### config.mk
export PLATFORM = sky130hd
export DESIGN_NAME = reg_timeout_cut
export DESIGN_NICKNAME = d
export VERILOG_FILES = /design/src/rtl/reg_timeout_pkg.sv /design/src/rtl/reg_timeout_cut.sv
export SDC_FILE = /design/constraint.sdc
export NUM_CORES = 1
export LEC_CHECK = 0
export ABC_CLOCK_PERIOD_IN_PS = 4900
export BUFFER_PORTS_ARGS = -buffer_cell sky130_fd_sc_hd__buf_2
export CORE_MARGIN = 2
export CORE_UTILIZATION = 50
export CTS_BUF_LIST = sky130_fd_sc_hd__clkbuf_8
export DETAILED_ROUTE_END_ITERATION = 12
export PLACE_DENSITY = 0.79
export SETUP_SLACK_MARGIN = 0.5
export SLEW_MARGIN = 40
export SYNTH_ARGS = -nofsm -noshare
export SYNTH_HDL_FRONTEND = slang
export SYNTH_SLANG_ARGS = --single-unit
export TNS_END_PERCENT = 5
### constraint.sdc
create_clock -name clk_i -period 4.9 [get_ports clk_i]
set_clock_uncertainty 0.05 [all_clocks]
set_input_delay 0.49 -clock clk_i [delete_from_list [all_inputs] [get_ports clk_i]]
set_output_delay 0.49 -clock clk_i [all_outputs]
set_load 0.03 [all_outputs]
### src/rtl/reg_timeout_pkg.sv
// reg_timeout_pkg
// Shared types for the register-bus timeout cut:
//   - state_e     : FSM state encoding
//   - def_req_t   : default regbus request struct  {addr, write, wdata, wstrb, valid}
//   - def_rsp_t   : default regbus response struct {rdata, error, ready}
//   - cnt_width() : width of the watchdog counter for a given TIMEOUT
package reg_timeout_pkg;

    typedef enum logic [2:0] {
        IDLE    = 3'd0,
        FWD     = 3'd1,
        RESP    = 3'd2,
        TO_RESP = 3'd3,
        DRAIN   = 3'd4
    } state_e;

    localparam int DEF_AW = 32;
    localparam int DEF_DW = 32;

    typedef struct packed {
        logic [DEF_AW-1:0]   addr;
        logic                write;
        logic [DEF_DW-1:0]   wdata;
        logic [DEF_DW/8-1:0] wstrb;
        logic                valid;
    } def_req_t;

    typedef struct packed {
        logic [DEF_DW-1:0] rdata;
        logic              error;
        logic              ready;
    } def_rsp_t;

    // $clog2(TIMEOUT+1) bits, never less than one bit (TIMEOUT=0 still needs a flop).
    function automatic int cnt_width(input int timeout);
        if (timeout > 0) begin
            return $clog2(timeout + 1);
        end
        return 1;
    endfunction

endpackage

### src/rtl/reg_timeout_cut.sv
// reg_timeout_cut
// Register-bus pipeline cut with a per-transaction watchdog. Each upstream request is
// registered once and forwarded downstream; the downstream response is registered and
// returned upstream. A downstream that does not answer within TIMEOUT cycles is answered
// upstream with error=1 / rdata=ERR_DATA, and the late response is drained and discarded.
//
// Handshake (both sides): a requester raises valid with a payload and holds both stable
// until the cycle in which the responder drives ready=1; the transfer happens at the
// rising edge ending that cycle. ready is a single-cycle pulse carrying rdata/error.
//
// Ports
//   clk_i      in   clock, rising edge
//   rst_i      in   asynchronous active-high reset
//   reg_req_i  in   upstream request
//   reg_rsp_o  out  upstream response
//   reg_req_o  out  downstream request
//   reg_rsp_i  in   downstream response
//   timeout_o  out  one-cycle pulse per timed-out transaction
//   busy_o     out  high whenever the FSM is not IDLE
//   state_o    out  current FSM state (debug)
module reg_timeout_cut
    import reg_timeout_pkg::*;
#(
    parameter int          ADDR_WIDTH = 32,
    parameter int          DATA_WIDTH = 32,
    parameter int          TIMEOUT    = 256,
    parameter logic [63:0] ERR_DATA   = 64'hBADCAB1E,
    parameter type         reg_req_t  = def_req_t,
    parameter type         reg_rsp_t  = def_rsp_t
) (
    input  logic     clk_i,
    input  logic     rst_i,
    input  reg_req_t reg_req_i,
    output reg_rsp_t reg_rsp_o,
    output reg_req_t reg_req_o,
    input  reg_rsp_t reg_rsp_i,
    output logic     timeout_o,
    output logic     busy_o,
    output state_e   state_o
);

    if (ADDR_WIDTH <= 0) begin : g_bad_addr_width
        $error("reg_timeout_cut: ADDR_WIDTH must be > 0");
    end
    if (DATA_WIDTH <= 0 || (DATA_WIDTH % 8) != 0) begin : g_bad_data_width
        $error("reg_timeout_cut: DATA_WIDTH must be > 0 and a multiple of 8");
    end

    localparam int                    CNT_W     = cnt_width(TIMEOUT);
    localparam int                    STRB_W    = DATA_WIDTH / 8;
    localparam logic [CNT_W-1:0]      CNT_LIMIT = (TIMEOUT > 0) ? CNT_W'(TIMEOUT - 1) : '0;
    localparam logic [DATA_WIDTH-1:0] ERR_RDATA = DATA_WIDTH'(ERR_DATA);

    state_e                  r_state;
    logic [CNT_W-1:0]        r_cnt;
    logic [ADDR_WIDTH-1:0]   r_addr;
    logic                    r_write;
    logic [DATA_WIDTH-1:0]   r_wdata;
    logic [STRB_W-1:0]       r_wstrb;
    logic [DATA_WIDTH-1:0]   r_rdata;
    logic                    r_error;

    always_ff @(posedge clk_i or posedge rst_i) begin
        if (rst_i) begin
            r_state <= IDLE;
            r_cnt   <= '0;
            r_addr  <= '0;
            r_write <= 1'b0;
            r_wdata <= '0;
            r_wstrb <= '0;
            r_rdata <= '0;
            r_error <= 1'b0;
        end else begin
            case (r_state)
                IDLE: begin
                    if (reg_req_i.valid) begin
                        r_addr  <= reg_req_i.addr;
                        r_write <= reg_req_i.write;
                        r_wdata <= reg_req_i.wdata;
                        r_wstrb <= reg_req_i.wstrb;
                        r_cnt   <= '0;
                        r_state <= FWD;
                    end
                end
                FWD: begin
                    // A ready arriving in the limit cycle still wins over the abort.
                    if (reg_rsp_i.ready) begin
                        r_rdata <= r_write ? '0 : reg_rsp_i.rdata;
                        r_error <= reg_rsp_i.error;
                        r_state <= RESP;
                    end else if (TIMEOUT != 0 && r_cnt == CNT_LIMIT) begin
                        r_state <= TO_RESP;
                    end else if (r_cnt != '1) begin
                        // Saturate: with the watchdog disabled the counter must not wrap.
                        r_cnt <= r_cnt + CNT_W'(1);
                    end
                end
                RESP: begin
                    r_state <= IDLE;
                end
                TO_RESP: begin
                    r_state <= reg_rsp_i.ready ? IDLE : DRAIN;
                end
                DRAIN: begin
                    // Late downstream answer is swallowed; upstream was already answered.
                    if (reg_rsp_i.ready) begin
                        r_state <= IDLE;
                    end
                end
                default: begin
                    r_state <= IDLE;
                end
            endcase
        end
    end

    // Outputs decode the registered state so an async reset clears them immediately.
    always_comb begin
        reg_req_o = '0;
        reg_rsp_o = '0;
        timeout_o = (r_state == TO_RESP);
        busy_o    = (r_state != IDLE);
        state_o   = r_state;

        if (r_state == FWD || r_state == TO_RESP || r_state == DRAIN) begin
            reg_req_o.addr  = r_addr;
            reg_req_o.write = r_write;
            reg_req_o.wdata = r_wdata;
            reg_req_o.wstrb = r_wstrb;
            reg_req_o.valid = 1'b1;
        end

        if (r_state == RESP) begin
            reg_rsp_o.rdata = r_rdata;
            reg_rsp_o.error = r_error;
            reg_rsp_o.ready = 1'b1;
        end else if (r_state == TO_RESP) begin
            reg_rsp_o.rdata = ERR_RDATA;
            reg_rsp_o.error = 1'b1;
            reg_rsp_o.ready = 1'b1;
        end
    end

endmodule

== After elaboration in Yosys (flattened, before gate mapping) ==
Index checks and enable logic that the tools add are counted.

* Logic and storage cells: 45
* Memories kept: 0
* Bits in latches: 0
* RAM bits: 0
* Memory bits (read-only): 0
* Input bits: 106
* Register bits: 114
* Output and inout port bits: 109

* Reduce and logical (&&, ||, !) cells: 9
* Magnitude comparators: 0
* Shifts and indexed selects: 0
* Equality and inequality tests: 12
* Multipliers: 0
* Multiplexer cells: 15
* Div/mod/pow operators: 0
* Add/sub/neg operators: 1
* Bitwise logic cells: 0

{| class="wikitable"
|+ Operators with widths
! operator !! number
|-
| 70-bit 2-to-1 mux || 1
|-
| 34-bit 2-to-1 mux || 2
|-
| 9-bit 2-to-1 mux || 4
|-
| 32-bit 2-to-1 mux || 1
|-
| 9-bit case mux with 2 select lines || 1
|-
| 3-bit 2-to-1 mux || 5
|-
| 3-bit case mux with 4 select lines || 1
|-
| 2-bit inequality test (second input constant) || 5
|-
| 9-bit by 1-bit adder with 9-bit output (second input constant) || 1
|-
| 9-bit by 8-bit equality test with 1-bit output (second input constant) || 1
|-
| 9-bit inequality test (second input constant) || 1
|-
| 3-bit by 2-bit equality test with 1-bit output (second input constant) || 2
|-
| 5-bit AND reduction || 1
|-
| 2-bit AND reduction || 2
|-
| 3-bit by 1-bit equality test with 1-bit output (second input constant) || 1
|-
| 3-bit equality test (second input constant) || 1
|-
| 3-bit zero test || 1
|-
| 3-bit inequality test (second input constant) || 1
|-
| 3-bit AND reduction || 1
|-
| 3-bit nonzero test || 1
|-
| 1-bit logical OR || 2
|-
| 2-bit nonzero test || 1
|}

== Longest topological paths before layout ==
* Depth after elaboration: 5
* Gate-level depth with buffers: 8
* Depth with buffers taken out: 8

== Worst setup path before layout ==
No wires, ideal clock.

* Path kind: reg2out
* From: register r_state[0] (netlist: state_o[0])
* To: output reg_rsp_o[20] (netlist name)
* Required time: 4.360 ns
* Stages on the path, launching flop included: 5
* Setup slack: 2.585 ns
* Arrival: 1.775 ns
* Cell sequence: dfrtp_1 nor2b_1 and2_0 clkbuf_1 a21o_1

{| class="wikitable"
|+ RTL lines
! element !! RTL line !! text
|-
| start, declared || reg_timeout_cut.sv:54 || <nowiki>state_e r_state;</nowiki>
|-
| start signal, assigned || reg_timeout_cut.sv:102 || <nowiki>r_state <= reg_rsp_i.ready ? IDLE : DRAIN;</nowiki>
|-
| end, declared || reg_timeout_cut.sv:34 || <nowiki>output reg_rsp_t reg_rsp_o,</nowiki>
|}

==> results.tsv <==
metric	value	unit
status	finished clean	
GR Util met1	28.4	%
Residual DRC	0	
Synth Register Bits	114	
Post-CTS Hold Buffers	0	
post-synth top area share	53.2	%
RSZ-0062 raised after global routing	no	
Worst setup SP type	register	
total congestion overflow	0	
crit path capture type	output pin	
clk slew on worst S/H paths	0.07	ns
antenna cells	0	
grt met3 use	9.87	%
Root Buffer Master	clkbuf_8	
P_sw	0.00154	W
sequential share of power	40.4	%
H-tree depth	4	
vias in the first global route	4569	
crit-path cells	nor2b_1 > and2_1 > a21o_1 > buf_2	
vias per inst	4.84	
chip width	108	microns
Die Footprint	0.0116	sq mm
Netlist cell types	32	
leading register cell type out of synthesis	dfrtp_1	
# IOs	215	
TritonCTS clock tree	yes	
setup violators final	0	
Max-Cap Viols	0	
Pleak	3.99	nW
initial antenna violation count	0	
Final Hold Fails	0	
relative slew slack	48.6	%
Max FO, Critical Path	22	
WP data arrival	2.24	ns
Crit-path slowest cell	and2_1	
gr busiest metal	met2	
critical path class	register to output pin	
ys async rst share	100	%
synth top area cells	dfrtp_1, nand2_1, nor2b_1, nand2b_1, a21o_1	
WHS	0.110	ns
layout cells sized above 1	30.7	%
Final Cycle Share	56.8	%
CP Launch Point	state_o[2]	
Sw Share	40.3	%
DRT Wirelength	13200	microns
Std-Cell Rows	37	
clock share of power	21.5	%
worst min path class	input pin to asynchronous set/reset pin	
routability cong.	0.818	
Worst Path Required	4.36	ns
Power Density	557	mW/mm^2
DR pass1 iterations	4	
DR WL/cell	13.5	microns
Syn Nets	734	
met2 GRT Util	37.6	%
HPWL after DPL	8840	microns
setup TNS	0	ns
Least-Margin Pin Slew	0.772	ns
buffers and inverters on the worst path	1	
synthesized instance count	625	
crit-path leading delay family	simple AND/OR/NAND/NOR gates	
Skew-Pair Late Insertion Delay	0.42	ns
cts bufs inserted	17	
core area	0.0104	sq mm
Avg Inst Size Synth	8.58	sq um
dominant cell type by area after synthesis	dfrtp_1	
Initial DRC Count	361	
synth warn	0	
worst ir drop on vdd	0.000366	V
post-cts resize count	0	
Post-layout nets	934	
largest net degree at the start of global routing	74	
reg2reg start	state_o[2]	
Synth Cell Area	0.00536	sq mm
CP peak stage delay	0.67	ns
antenna-violating nets left	0	
Initial Utilization	51.7	%
clock buffer depth	2	
EDFF count, synth	0	
input/output buffers	214	
Layout Area Growth over Synthesis	27.6	%
total track usage	23.3	%
Final Max Tran Viols	0	
setup repair bufs after CTS	0	
first-pass GRT wire length	21200	microns
Die H	108	microns
# clock sinks	114	
post-route minimum period	2.78	ns
Seq/Total Area, Yosys	53.2	%
Gate power share	38.0	%
vias after detailed routing	4715	
P_int	0.00228	W
maximum operating frequency	0.359	GHz
final cells by class:
| cell class | instances | area (sq um) |
|---|---|---|
| Timing Repair Buffer | 219 | 1110 |
| Fill cell | 901 | 3520 |
| Clock buffer | 18 | 248 |
| Multi-Input combinational cell | 468 | 2320 |
| Tap cell | 136 | 170 |
| Inverter | 5 | 23.8 |
| Sequential cell | 114 | 2850 |
| Clock inverter | 14 | 124 |
per-stage QoR:
stage	area (sq um)	worst slack (ns)	util, %	total power, W	cells
floorplan	5360	1.34	-	0.00261	625
global placement	6470	2.48	62.4	0.00296	942
detailed placement	6470	2.57	62.4	0.00301	942
CTS	6840	2.10	66.0	0.00385	974
global route	6850	2.00	66.0	0.00409	974
finish	6850	2.12	66.0	0.00381	974
sequential cells by signal, indices dropped and copies added, names as in the netlist:
signal	cells
r_addr	32
r_cnt	9
r_error	1
r_rdata	32
r_wdata	32
r_write	1
r_wstrb	4
state_o	3
synth_stat cells (2+ instances only):
cell type  count
nand2_1      247
dfrtp_1      114
nor2b_1       71
nand2b_1      32
clkbuf_1      27
o21ai_0       22
a21o_1        20
o21ai_1       18
and2_1        13
nor2_1        10
nand3_1        8
buf_6          7
inv_1          5
buf_2          4
or3_1          4
a21oi_1        3
ha_1           3
and3_1         2
nor3_1         2
kinds of logic (layout without fill, tap and decap cells):
kind of cell | count (synthesis) | in the layout | synth area share, %
compound gates | 67 | 67 | 7.37
fa+ha+maj | 3 | 3 | 0.700
buf+inv | 43 | 256 | 4.08
flops | 114 | 114 | 53.2
mux | 2 | 2 | 0.467
simple gates | 396 | 396 | 34.2
worst paths after layout:
check	endpoint	slack, ns	depth (start not counted)
setup / recovery	reg_rsp_o[22]	2.12	4
hold / removal	r_rdata[31]	0.11	2
setup reg to reg	r_cnt[6]	2.57	5
hold reg to reg	r_addr[3]	0.41	2
max in group asynchronous	r_write	3.66	3
min in group clk_i	r_wdata[13]	0.20	3
layout by cell type (no fill, tap or decap), drive strengths merged, types with 3 or more instances in the layout:
cell      netlist  final
nand2         247    247
nor2b          71     71
dfrtp         114    114
clkinvlp        0      3
nand2b         32     32
ha              3      3
inv             5      8
clkinv          0      6
and2           14     14
buf            11    219
nand3           8      8
or3             4      4
a21o           20     20
nor2           10     10
a21oi           3      3
o21ai          40     40
clkbuf         27     18
power by group through the flow:
stage	clock network [W]	registers, W	logic [W]
after floorplan	0	0.00148	0.00113
after global placement	0	0.00153	0.00142
after detailed placement	0	0.00155	0.00146
after CTS	0.000844	0.00154	0.00147
after global routing	0.000889	0.00159	0.00161
final	0.000821	0.00154	0.00145
metal layers:
layer  part of all wire [%]  up-vias
met5                      0        -
met4                    1.5        0
met3                    9.9       19
met2                     46      185
met1                     42     2162
li1                       -     2349
Note: power is estimated with default switching activity, not from simulation.
